## src/rtl/seq_divider_pkg.sv

```systemverilog
// Shared types and sizing for the iterative signed divider.
package seq_divider_pkg;
  localparam int DIV_WIDTH = 16;
  localparam int DIV_CNT_W = $clog2(2*DIV_WIDTH);

  typedef enum logic [1:0] {IDLE, CALC, FIX, DONE} div_state_t;
endpackage

```

## src/rtl/seq_divider_if.sv

```systemverilog
// Request/response handshake bundle between the ALU datapath and the divider.
interface seq_divider_if #(parameter int WIDTH = 16);
  logic                 in_valid;
  logic                 in_ready;
  logic [2*WIDTH-1:0]   dividend;
  logic [WIDTH-1:0]     divisor;
  logic                 out_valid;
  logic                 out_ready;
  logic [WIDTH-1:0]     quotient;
  logic [WIDTH-1:0]     remainder;
  logic                 div_zero;
  logic                 overflow;

  modport master (
    output in_valid, dividend, divisor, out_ready,
    input  in_ready, out_valid, quotient, remainder, div_zero, overflow
  );
  modport slave (
    input  in_valid, dividend, divisor, out_ready,
    output in_ready, out_valid, quotient, remainder, div_zero, overflow
  );
endinterface

```

## src/rtl/seq_divider_step.sv

```systemverilog
// One restoring-division step: shift in the next dividend bit, trial-subtract the divisor.
module div_step #(parameter int WIDTH = 16) (
  input  logic [WIDTH:0]   i_rem_in,
  input  logic             i_dvd_msb,
  input  logic [WIDTH-1:0] i_dsr,
  output logic [WIDTH:0]   o_rem_out,
  output logic             o_q_bit
);
  logic [WIDTH+1:0] w_shift;
  logic [WIDTH:0]   w_trial;

  assign w_shift = {i_rem_in, i_dvd_msb};
  // Partial remainder stays below the divisor, so the difference fits WIDTH+1 bits when kept.
  assign w_trial   = w_shift[WIDTH:0] - {1'b0, i_dsr};
  assign o_q_bit   = (w_shift >= {2'b00, i_dsr});
  assign o_rem_out = o_q_bit ? w_trial : w_shift[WIDTH:0];
endmodule

```

## src/rtl/seq_divider.sv

```systemverilog
// Signed 2W/W restoring divider, one quotient bit per clock, valid/ready on both sides.
module seq_divider
  import seq_divider_pkg::*;
#(
  parameter int WIDTH = DIV_WIDTH
) (
  input  logic          i_clk,
  input  logic          i_rst_n,
  seq_divider_if.slave  bus
);
  localparam int                DW      = 2*WIDTH;
  localparam int                CNT_W   = $clog2(DW);
  localparam logic [CNT_W-1:0]  LAST    = CNT_W'(DW-1);
  localparam logic [DW-1:0]     POS_MAX = DW'(2**(WIDTH-1)-1);

  div_state_t        r_state, w_next;
  logic [WIDTH:0]    r_rem;
  logic [DW-1:0]     r_dvd;
  logic [WIDTH-1:0]  r_dsr;
  logic [CNT_W-1:0]  r_cnt;
  logic              r_sign_q, r_sign_r;
  logic [WIDTH-1:0]  r_quot, r_remd;
  logic              r_dz, r_ov;

  logic              w_dsr_zero;
  logic [DW-1:0]     w_dvd_abs;
  logic [WIDTH-1:0]  w_dsr_abs;
  logic [WIDTH:0]    w_rem_nxt;
  logic              w_q_bit;
  logic [WIDTH-1:0]  w_quot_fix, w_rem_fix;
  logic              w_ov_fix;

  assign w_dsr_zero = (bus.divisor == '0);
  // Magnitudes kept unsigned so the most-negative values do not wrap.
  assign w_dvd_abs  = bus.dividend[DW-1]  ? (~bus.dividend + DW'(1))   : bus.dividend;
  assign w_dsr_abs  = bus.divisor[WIDTH-1] ? (~bus.divisor + WIDTH'(1)) : bus.divisor;

  div_step #(.WIDTH(WIDTH)) u_step (
    .i_rem_in  (r_rem),
    .i_dvd_msb (r_dvd[DW-1]),
    .i_dsr     (r_dsr),
    .o_rem_out (w_rem_nxt),
    .o_q_bit   (w_q_bit)
  );

  // After the last step r_dvd holds the full quotient magnitude.
  assign w_quot_fix = r_sign_q ? (~r_dvd[WIDTH-1:0] + WIDTH'(1)) : r_dvd[WIDTH-1:0];
  assign w_rem_fix  = r_sign_r ? (~r_rem[WIDTH-1:0] + WIDTH'(1)) : r_rem[WIDTH-1:0];
  assign w_ov_fix   = r_dvd > (POS_MAX + DW'(r_sign_q));

  always_ff @(posedge i_clk) begin
    if (!i_rst_n) r_state <= IDLE;
    else          r_state <= w_next;
  end

  always_comb begin
    w_next = r_state;
    case (r_state)
      IDLE:    if (bus.in_valid) w_next = w_dsr_zero ? DONE : CALC;
      CALC:    if (r_cnt == LAST) w_next = FIX;
      FIX:     w_next = DONE;
      DONE:    if (bus.out_ready) w_next = IDLE;
      default: w_next = IDLE;
    endcase
  end

  always_comb begin
    bus.in_ready  = (r_state == IDLE);
    bus.out_valid = (r_state == DONE);
    bus.quotient  = r_quot;
    bus.remainder = r_remd;
    bus.div_zero  = r_dz;
    bus.overflow  = r_ov;
  end

  always_ff @(posedge i_clk) begin
    if (!i_rst_n) begin
      r_rem    <= '0;
      r_dvd    <= '0;
      r_dsr    <= '0;
      r_cnt    <= '0;
      r_sign_q <= 1'b0;
      r_sign_r <= 1'b0;
      r_quot   <= '0;
      r_remd   <= '0;
      r_dz     <= 1'b0;
      r_ov     <= 1'b0;
    end else begin
      case (r_state)
        IDLE: if (bus.in_valid) begin
          if (w_dsr_zero) begin
            r_quot <= '0;
            r_remd <= bus.dividend[WIDTH-1:0];
            r_dz   <= 1'b1;
            r_ov   <= 1'b0;
          end else begin
            r_dvd    <= w_dvd_abs;
            r_dsr    <= w_dsr_abs;
            r_sign_q <= bus.dividend[DW-1] ^ bus.divisor[WIDTH-1];
            r_sign_r <= bus.dividend[DW-1];
            r_rem    <= '0;
            r_cnt    <= '0;
          end
        end
        CALC: begin
          r_rem <= w_rem_nxt;
          r_dvd <= {r_dvd[DW-2:0], w_q_bit};
          r_cnt <= r_cnt + CNT_W'(1);
        end
        FIX: begin
          r_quot <= w_quot_fix;
          r_remd <= w_rem_fix;
          r_dz   <= 1'b0;
          r_ov   <= w_ov_fix;
        end
        default: ;
      endcase
    end
  end
endmodule

```

## src/flat_wrapper.sv

```systemverilog
// flat-port wrapper written by rule: the top's interface ports become plain ports
module seq_divider_flat import seq_divider_pkg::*;
#(
  parameter int WIDTH = DIV_WIDTH
)
  (i_clk, i_rst_n, bus_in_valid, bus_dividend, bus_divisor, bus_out_ready, bus_in_ready, bus_out_valid, bus_quotient, bus_remainder, bus_div_zero, bus_overflow);
  seq_divider_if #(.WIDTH(WIDTH)) bus_i ();
  input  logic i_clk;
  input  logic i_rst_n;
  input wire logic [$bits(bus_i.in_valid)-1:0] bus_in_valid;
  input wire logic [$bits(bus_i.dividend)-1:0] bus_dividend;
  input wire logic [$bits(bus_i.divisor)-1:0] bus_divisor;
  input wire logic [$bits(bus_i.out_ready)-1:0] bus_out_ready;
  output wire logic [$bits(bus_i.in_ready)-1:0] bus_in_ready;
  output wire logic [$bits(bus_i.out_valid)-1:0] bus_out_valid;
  output wire logic [$bits(bus_i.quotient)-1:0] bus_quotient;
  output wire logic [$bits(bus_i.remainder)-1:0] bus_remainder;
  output wire logic [$bits(bus_i.div_zero)-1:0] bus_div_zero;
  output wire logic [$bits(bus_i.overflow)-1:0] bus_overflow;
  assign bus_i.in_valid = bus_in_valid;
  assign bus_i.dividend = bus_dividend;
  assign bus_i.divisor = bus_divisor;
  assign bus_i.out_ready = bus_out_ready;
  assign bus_in_ready = bus_i.in_ready;
  assign bus_out_valid = bus_i.out_valid;
  assign bus_quotient = bus_i.quotient;
  assign bus_remainder = bus_i.remainder;
  assign bus_div_zero = bus_i.div_zero;
  assign bus_overflow = bus_i.overflow;
  seq_divider #(.WIDTH(WIDTH)) u_core (.i_clk(i_clk), .i_rst_n(i_rst_n), .bus(bus_i));
endmodule
```

## config.mk

```make
export PLATFORM = sky130hd
export DESIGN_NAME = seq_divider_flat
export DESIGN_NICKNAME = d
export VERILOG_FILES = /design/src/rtl/seq_divider_pkg.sv /design/src/rtl/seq_divider_if.sv /design/src/rtl/seq_divider_step.sv /design/src/rtl/seq_divider.sv /design/src/flat_wrapper.sv
export SDC_FILE = /design/constraint.sdc
export NUM_CORES = 1
export LEC_CHECK = 0
export CELL_PAD_IN_SITES_DETAIL_PLACEMENT = 2
export CELL_PAD_IN_SITES_GLOBAL_PLACEMENT = 2
export CORE_AREA = 2 2 151 153
export CTS_CLUSTER_SIZE = 24
export DETAILED_ROUTE_END_ITERATION = 16
export DIE_AREA = 0 0 153 155
export MAX_ROUTING_LAYER = met4
export PLACE_DENSITY = 0.86
export SYNTH_ARGS = -nofsm -noshare
export SYNTH_HDL_FRONTEND = slang
export SYNTH_SLANG_ARGS = --single-unit
```

## constraint.sdc

```tcl
create_clock -name i_clk -period 4 [get_ports i_clk]
set_input_delay 0.8 -clock i_clk [delete_from_list [all_inputs] [get_ports i_clk]]
set_output_delay 0.8 -clock i_clk [all_outputs]
set_load 0.005 [all_outputs]
```

==> qor.csv, run 1 <==
metric,value,unit
outcome,finished clean,
seq_power_share,0.304,
grt_pass1_vias,7712,
cp_data_arrival_time,3.65,ns
crit_start,bus_divisor[5],
rr_worst_depth,11,
antenna_found_initial,0,
switching_share,0.4657,
rows,55,
cp-endpoint,u_core.r_rem[1],
final_cell_mix,"dfxtp_1 (108), nand2_1 (100), clkdlybuf4s50_1 (86)",
pwr-share-clk,0.172,
die-height,155,um
end_kind,flop,
synth_nets,995,
ys.flop_type,dfxtp_1,
met2_usage,0.4200,
grt_max_degree,43,
worst_path_max_delay_cell,nor4_1,
area_growth,21.18,%
gr-total-overflow,0,
powerDensity,601.6,mW/mm2
power_switching,2.427,mW
htree_levels,3,
clk_pin_slew,0.08,ns
finalHoldViolCount,0,
synthCells,900,
cts_tree,built,
crit_type,input pin to flop,
relSlewSlack,0.4100,
port-buffer-count,87,
worstMarginPinSlew,0.8770,ns
cpMostUsedCell,nand2_1,
rsz0062_at_grt,false,
cp_slowest_stage_delay,0.59,ns
drt-pass1-iter-count,7,
clk_latency,0.36,ns
postCtsHoldBufs,0,
routabilityCongestion,0.8503,
track_usage,0.2225,
use_met3,0.02089,
fin_hold_ws,0.4734,ns
final_cell_area,0.008661,mm2
async_reset_ff_frac,0,
r2r_slack,0.61,ns
yosys_warnings,0,
dp_worst_setup_slack,0.2320,ns
internal_power,2.784,mW
multi_input_area,0.004661,mm2
setup_viol_count_final,0,
ff_latch_area,0.002162,mm2
fin_skew,0.006886,ns
critPathMaxFanout,15,
drive_gt1_frac,0.05220,
final_core_util,0.3896,
max-vdd-ir-drop,0.2629,mV
cts-root-buf,clkbuf_16,
fin_crit,3.400,ns
rr_startpoint,u_core.r_dvd[31],
coreArea,0.02223,mm2
period_share,0.8500,
place_area,0.008376,mm2
cts.path.max_buffers,2,
path_cells,clkdlybuf4s50_1 > nor4_1 > nand4_1 > nand2_1 > a21oi_1 > nand2_1 > nor2_1 > a221o_1,
cts_resized,0,
grt-busiest-layer,met2,
ys_seq_area_frac,0.3025,
syn_avg_cell_area,7.941,um2
dieWidth,153,um
synth_edf_count,0,
final_antenna_net_count,0,
timing.final.ws_setup,0.6000,ns
hold_path.class,flop to flop,
worst_setup_path_start_kind,input pin,
p_leak,3.442,nW
drv_cap,0,
use_met1,0.2497,
ys_ff_latch,108,
fmax,294.1,MHz
post-dp-hpwl,19700,um
drt_iter0_markers,347,
fin_nets,1067,
initial_utilization,0.3215,
io_pins,88,
rr_endpoint,u_core.r_rem[1],
vias,7152,
synthDistinctLibCells,61,
die-area,0.02372,mm2
routed_wl,25730,um
diodes,0,
vias_per_cell,5.667,
wire_per_inst,20.39,um
finalSetupTns,0,ns
fillers,2580,
clkSinkCount,108,
final_common_cell,dfxtp_1,
cp.required,4.25,ns
p_comb_frac,0.524,
cts_buffers,9,
synthesis.area,0.007147,mm2
post_cts_buffers,0,
route.detailed.drc,0,
slew_viol_final,0,
grt_pass1_wl,41390,um
==> cell type report <==
| type | instances | share of cell area |
|---|---|---|
| flip-flops and latches | 108 | 0.2496 |
| well taps | 285 | 0.04117 |
| clock inverters | 6 | 0.005345 |
| multi-input cells | 701 | 0.5381 |
| clock buffers | 10 | 0.02759 |
| repair buffers | 110 | 0.1199 |
| inverters | 42 | 0.01820 |
==> sequential cells by signal, indices dropped and copies added, names as in the netlist, 2 cells and up <==
register              flops
u_core.r_dvd             32
u_core.bus.remainder     16
u_core.bus.quotient      16
u_core.r_state            2
u_core.r_dsr             16
u_core.r_cnt              5
u_core.r_rem             17
==> kinds of logic (layout without fill, tap and decap cells) <==
group / Yosys count / count (layout) / synth area share
and+or+nand+nor: 298 / 298 / 0.1998
AOI/OAI and AO/OA: 270 / 270 / 0.2616
DFF: 108 / 108 / 0.3025
buffers and inverters: 91 / 168 / 0.04832
xor gates and xnor gates: 83 / 83 / 0.1017
adders and majority gates: 43 / 43 / 0.07633
muxes: 7 / 7 / 0.009804
==> per-stage QoR <==
stage | total power [mW] | cells
2_1_floorplan | 3.349 | 900
3_3_place_gp | 4.195 | 1246
3_5_place_dp | 4.308 | 1246
4_1_cts | 5.233 | 1262
5_1_grt | 5.594 | 1262
6_report | 5.211 | 1262
==> critical path, delay by kind of cell <==
family                 cells  cell delay, ns
buffers and inverters      1            0.45
AND/OR/NAND/NOR            5            1.91
AO/OA/AOI/OAI              2            0.48
==> power groups by stage <==
stage	Sequential [mW]	Combinational (mW)	Clock (mW)
floorplan	1.50	1.85	0
global placement	1.59	2.61	0
detailed placement	1.60	2.71	0
CTS	1.58	2.74	0.914
global route	1.62	3.01	0.962
finish	1.59	2.73	0.897
==> per-layer routing <==
layer | wire, um | vias to the layer above
met2 | 13800 | 89
met5 | 0 | -
met3 | 476 | 32
met1 | 10950 | 3598
met4 | 505 | 0
li1 | - | 3433
==> Yosys cell counts, types with 4 or more instances <==
cell,number,share of area
o211ai_1,14,0.015
a211oi_1,8,0.0084
and2_1,4,0.0035
o21ai_0,62,0.043
nand4_1,21,0.018
a21boi_0,17,0.018
a21oi_1,51,0.036
a221oi_1,4,0.0049
nor2b_1,6,0.0053
nand2b_1,9,0.0079
nand2_1,100,0.053
mux2i_1,7,0.0098
a221o_1,12,0.017
and3_1,4,0.0035
nor3_1,21,0.015
o211a_1,18,0.025
nor2_1,56,0.029
a21o_1,6,0.0063
o22ai_1,7,0.0061
inv_1,42,0.022
o31ai_1,26,0.027
a31oi_1,5,0.0044
or4_1,4,0.0042
o41ai_1,9,0.011
xnor2_1,36,0.044
xor2_1,47,0.058
ha_1,42,0.074
dfxtp_1,108,0.30
clkbuf_1,43,0.023
nand3_1,41,0.029
or3_1,7,0.0061
a22oi_1,6,0.0063
nor4_1,15,0.013
==> how the worst min path moves through the flow <==
stage / slack (ns) / endpoint / from / depth (start not counted)
5_1_grt: 0.50 / u_core.bus.remainder[3] / u_core.bus.remainder[3] / 2
2_1_floorplan: 0.44 / u_core.r_dsr[15] / u_core.r_dsr[15] / 2
6_report: 0.47 / u_core.bus.quotient[7] / u_core.bus.quotient[7] / 2
4_1_cts: 0.48 / u_core.r_cnt[4] / u_core.r_cnt[4] / 2
3_5_place_dp: 0.47 / u_core.r_cnt[4] / u_core.r_cnt[4] / 2
3_3_place_gp: 0.45 / u_core.bus.quotient[2] / u_core.bus.quotient[2] / 2
No activity file was read; power rests on OpenSTA's default activity.
==> run 2: changes to the inputs <==
CORE_AREA = 2 2 155 157   (was 2 2 151 153)
DIE_AREA = 0 0 157 159   (was 0 0 153 155)
SYNTH_HIERARCHICAL = 1   (was unset)
==> run 2 against run 1 <==
- clock power rose by 18%
- critical endpoint is now u_core/bus.remainder[2]
- count of clock-buffer cells in the layout unchanged
- sequential share of layout area decreased by 1.3 points
- highest routed layer unchanged
- via count up 6.4%
==> qor.csv, run 2 <==
metric,value,unit,change
outcome,finished clean,,
cts_resized,0,,unchanged
rr_startpoint,u_core/r_dvd[31],,
post_cts_buffers,0,,unchanged
synth_edf_count,0,,unchanged
coreArea,0.02319,mm2,+4.3%
top_regs,"u_core/r_dvd (32), u_core/r_rem (17)",,
htree_levels,3,,unchanged
synthDistinctLibCells,67,,+9.8%
rows,56,,+1.8%
regMostFlops,u_core/r_dvd,,
crit_start,bus_divisor[0],,
grt_max_degree,68,,+58%
fin_hold_ws,0.4552,ns,-0.01819 ns
finalHoldViolCount,0,,unchanged
ys.flop_type,dfxtp_1,,
die-area,0.02496,mm2,+5.3%
cts.path.max_buffers,2,,unchanged
pwr-share-clk,0.192,,+0.020
wire_per_inst,20.65,um,+1.3%
drv_cap,0,,unchanged
hold_path.class,flop to flop,,
final_common_cell,nand2_1,,
clkSinkCount,108,,unchanged
yosysMostFrequentCell,nand2_1,,
final_antenna_net_count,0,,unchanged
clk_pin_slew,0.07,ns,about the same
track_usage,0.2298,,+0.007310
final_core_util,0.3933,,+0.003700
synth_top_area_frac,0.2870,,-0.01548
ys_top_cells_by_count,"nand2_1 (116), dfxtp_1 (108), a21oi_1 (86)",,
max-vdd-ir-drop,0.3003,mV,+14%
async_reset_ff_frac,0,,unchanged
powerDensity,603.3,mW/mm2,+0.27%
dp.cells,1338,,+7.4%
cts_buffers,9,,unchanged
post-dp-hpwl,20440,um,+3.7%
period_share,0.8247,,-0.02527
p_comb_frac,0.531,,+0.007
synth_area_leaders,"dfxtp_1 (29%), ha_1 (7.0%), nand2_1 (5.8%)",,
stdcell_count,1353,,+7.2%
yosys_warnings,6,,+6
drt-pass1-iter-count,4,,-3
end_kind,flop,,
port-buffer-count,87,,unchanged
ys_seq_area_frac,0.2870,,-0.01548
grt_pass1_wl,44330,um,+7.1%
worst_setup_path_start_kind,input pin,,
grt_pass1_vias,8114,,+5.2%
worstMarginPinSlew,1.208,ns,+0.3307 ns
clk_latency,0.36,ns,about the same
crit_type,input pin to flop,,
relSlewSlack,0.1949,,-0.2151
cts-root-buf,clkbuf_16,,
vias_per_cell,5.627,,-0.71%
syn_avg_cell_area,7.781,um2,-2.0%
initial_utilization,0.3248,,+0.003242
internal_power,2.991,mW,+7.4%
seq_power_share,0.277,,-0.027
cts_tree,built,,
r2r_slack,0.96,ns,+0.35 ns
drive_gt1_frac,0.07930,,+0.02710
fin_crit,3.299,ns,-0.1011 ns
final_cell_mix,"nand2_1 (116), dfxtp_1 (108), clkdlybuf4s50_1 (87)",,
routed_wl,27940,um,+8.6%
synthCells,968,,+7.6%
antenna_found_initial,0,,unchanged
setup_viol_count_final,0,,unchanged
switching_share,0.4565,,-0.009191
critPathMaxFanout,22,,+7
routabilityCongestion,0.8208,,-3.5%
cp-endpoint,u_core/bus.remainder[2],,
postCtsHoldBufs,0,,unchanged
ys_ff_latch,108,,unchanged
area_growth,21.11,%,about the same
p_leak,3.348,nW,-2.7%
synthesis.area,0.007532,mm2,+5.4%
rsz0062_at_grt,false,,
largest_reg_flops,32,,unchanged
rr_endpoint,u_core/r_rem[15],,
fin_skew,0.01093,ns,+0.004042 ns
vias,7613,,+6.4%
fmax,303.1,MHz,+3.1%
drt_iter0_markers,364,,+4.9%
route.detailed.drc,0,,unchanged
die-height,159,um,+2.6%
cp_data_arrival_time,3.58,ns,-0.07 ns
yosysTopAreaCell,dfxtp_1,,
synth_nets,1063,,+6.8%
diodes,0,,unchanged
finalSetupTns,0,ns,unchanged
rr_worst_depth,11,,unchanged
io_pins,88,,unchanged
dieWidth,157,um,+2.6%
slew_viol_final,0,,unchanged
gr-total-overflow,0,,unchanged
power_switching,2.512,mW,+3.5%
fin_nets,1125,,+5.4%
cp.required,4.28,ns,+0.03 ns
==> run 2: cell count changes after synthesis, sizes merged, moves of 9 or more <==
cell	previous run	this run
a211oi	8	32
a21boi	17	2
a21oi	51	86
a221o	12	2
mux2	0	9
nand2	100	116
nand3	41	60
nand4	21	10
nor2	57	72
nor3	21	8
o211a	18	3
o31ai	27	17
==> run 2: cell type report <==
cell class | instances | area [um2]
repair buffers | 110 | 1069
well taps | 319 | 399.1
clock buffers | 10 | 239.0
multi-input cells | 756 | 4985
clock inverters | 5 | 100.1
fillers | 2628 | 14070
inverters | 45 | 168.9
flip-flops and latches | 108 | 2162
==> run 2: kinds of logic after synthesis <==
logic type / after synthesis / synth area share
AO/OA/AOI/OAI: 276 / 0.2409
AND/OR/NAND/NOR: 333 / 0.2173
adder cells (fa/ha/maj): 43 / 0.07242
XOR/XNOR: 82 / 0.09535
buffers and inverters: 104 / 0.05531
multiplexers: 22 / 0.03173
flip-flops: 108 / 0.2870
==> run 2: power groups by stage <==
stage	sequential, mW	clock (mW)	combinational [mW]
after CTS	1.52	1.08	2.92
after global placement	1.53	0	2.72
final	1.53	1.06	2.92
after global routing	1.56	1.12	3.21
after detailed placement	1.54	0	2.87
after floorplan	1.46	0	2.00
==> run 2: worst min path at each step <==
stage,from,end,slack (ns),cells after the start
2_1_floorplan,u_core/r_dsr[15],u_core/r_dsr[15],0.43,2
3_5_place_dp,u_core/r_dsr[15],u_core/r_dsr[15],0.45,2
5_1_grt,u_core/r_dsr[15],u_core/r_dsr[15],0.48,2
6_report,u_core/r_dsr[15],u_core/r_dsr[15],0.46,2
3_3_place_gp,u_core/bus.quotient[13],u_core/bus.quotient[13],0.44,2
4_1_cts,u_core/r_dsr[15],u_core/r_dsr[15],0.46,2
==> run 2: stage by stage <==
step	power (mW)	worst slack (ns)	instance area [um2]
finish	5.504	0.7011	9123
CTS	5.522	0.7344	9123
detailed placement	4.408	0.3870	8783
global route	5.886	0.6055	9123
floorplan	3.457	1.473	7532
global placement	4.252	0.5516	8783
==> run 2: layer usage <==
metal  part of all wire  global-route usage  wire length, um  vias to the layer above
li1                   -                   -                -                     3606
met1               0.45              0.2875            12480                     3805
met2               0.50              0.3862            13900                      161
met3              0.031             0.02205              854                       41
met4              0.025             0.07798              695                        0
met5                  0                   -                0                        -
==> run 2: worst max-delay path: stages <==
cell and delay (ns):
clkdlybuf4s50_1 0.51, inv_1 0.06, ha_1 0.23, nor4b_1 0.18
and4_1 0.27, a22oi_2 0.94, buf_4 0.33, nand2_1 0.08
a21oi_1 0.16
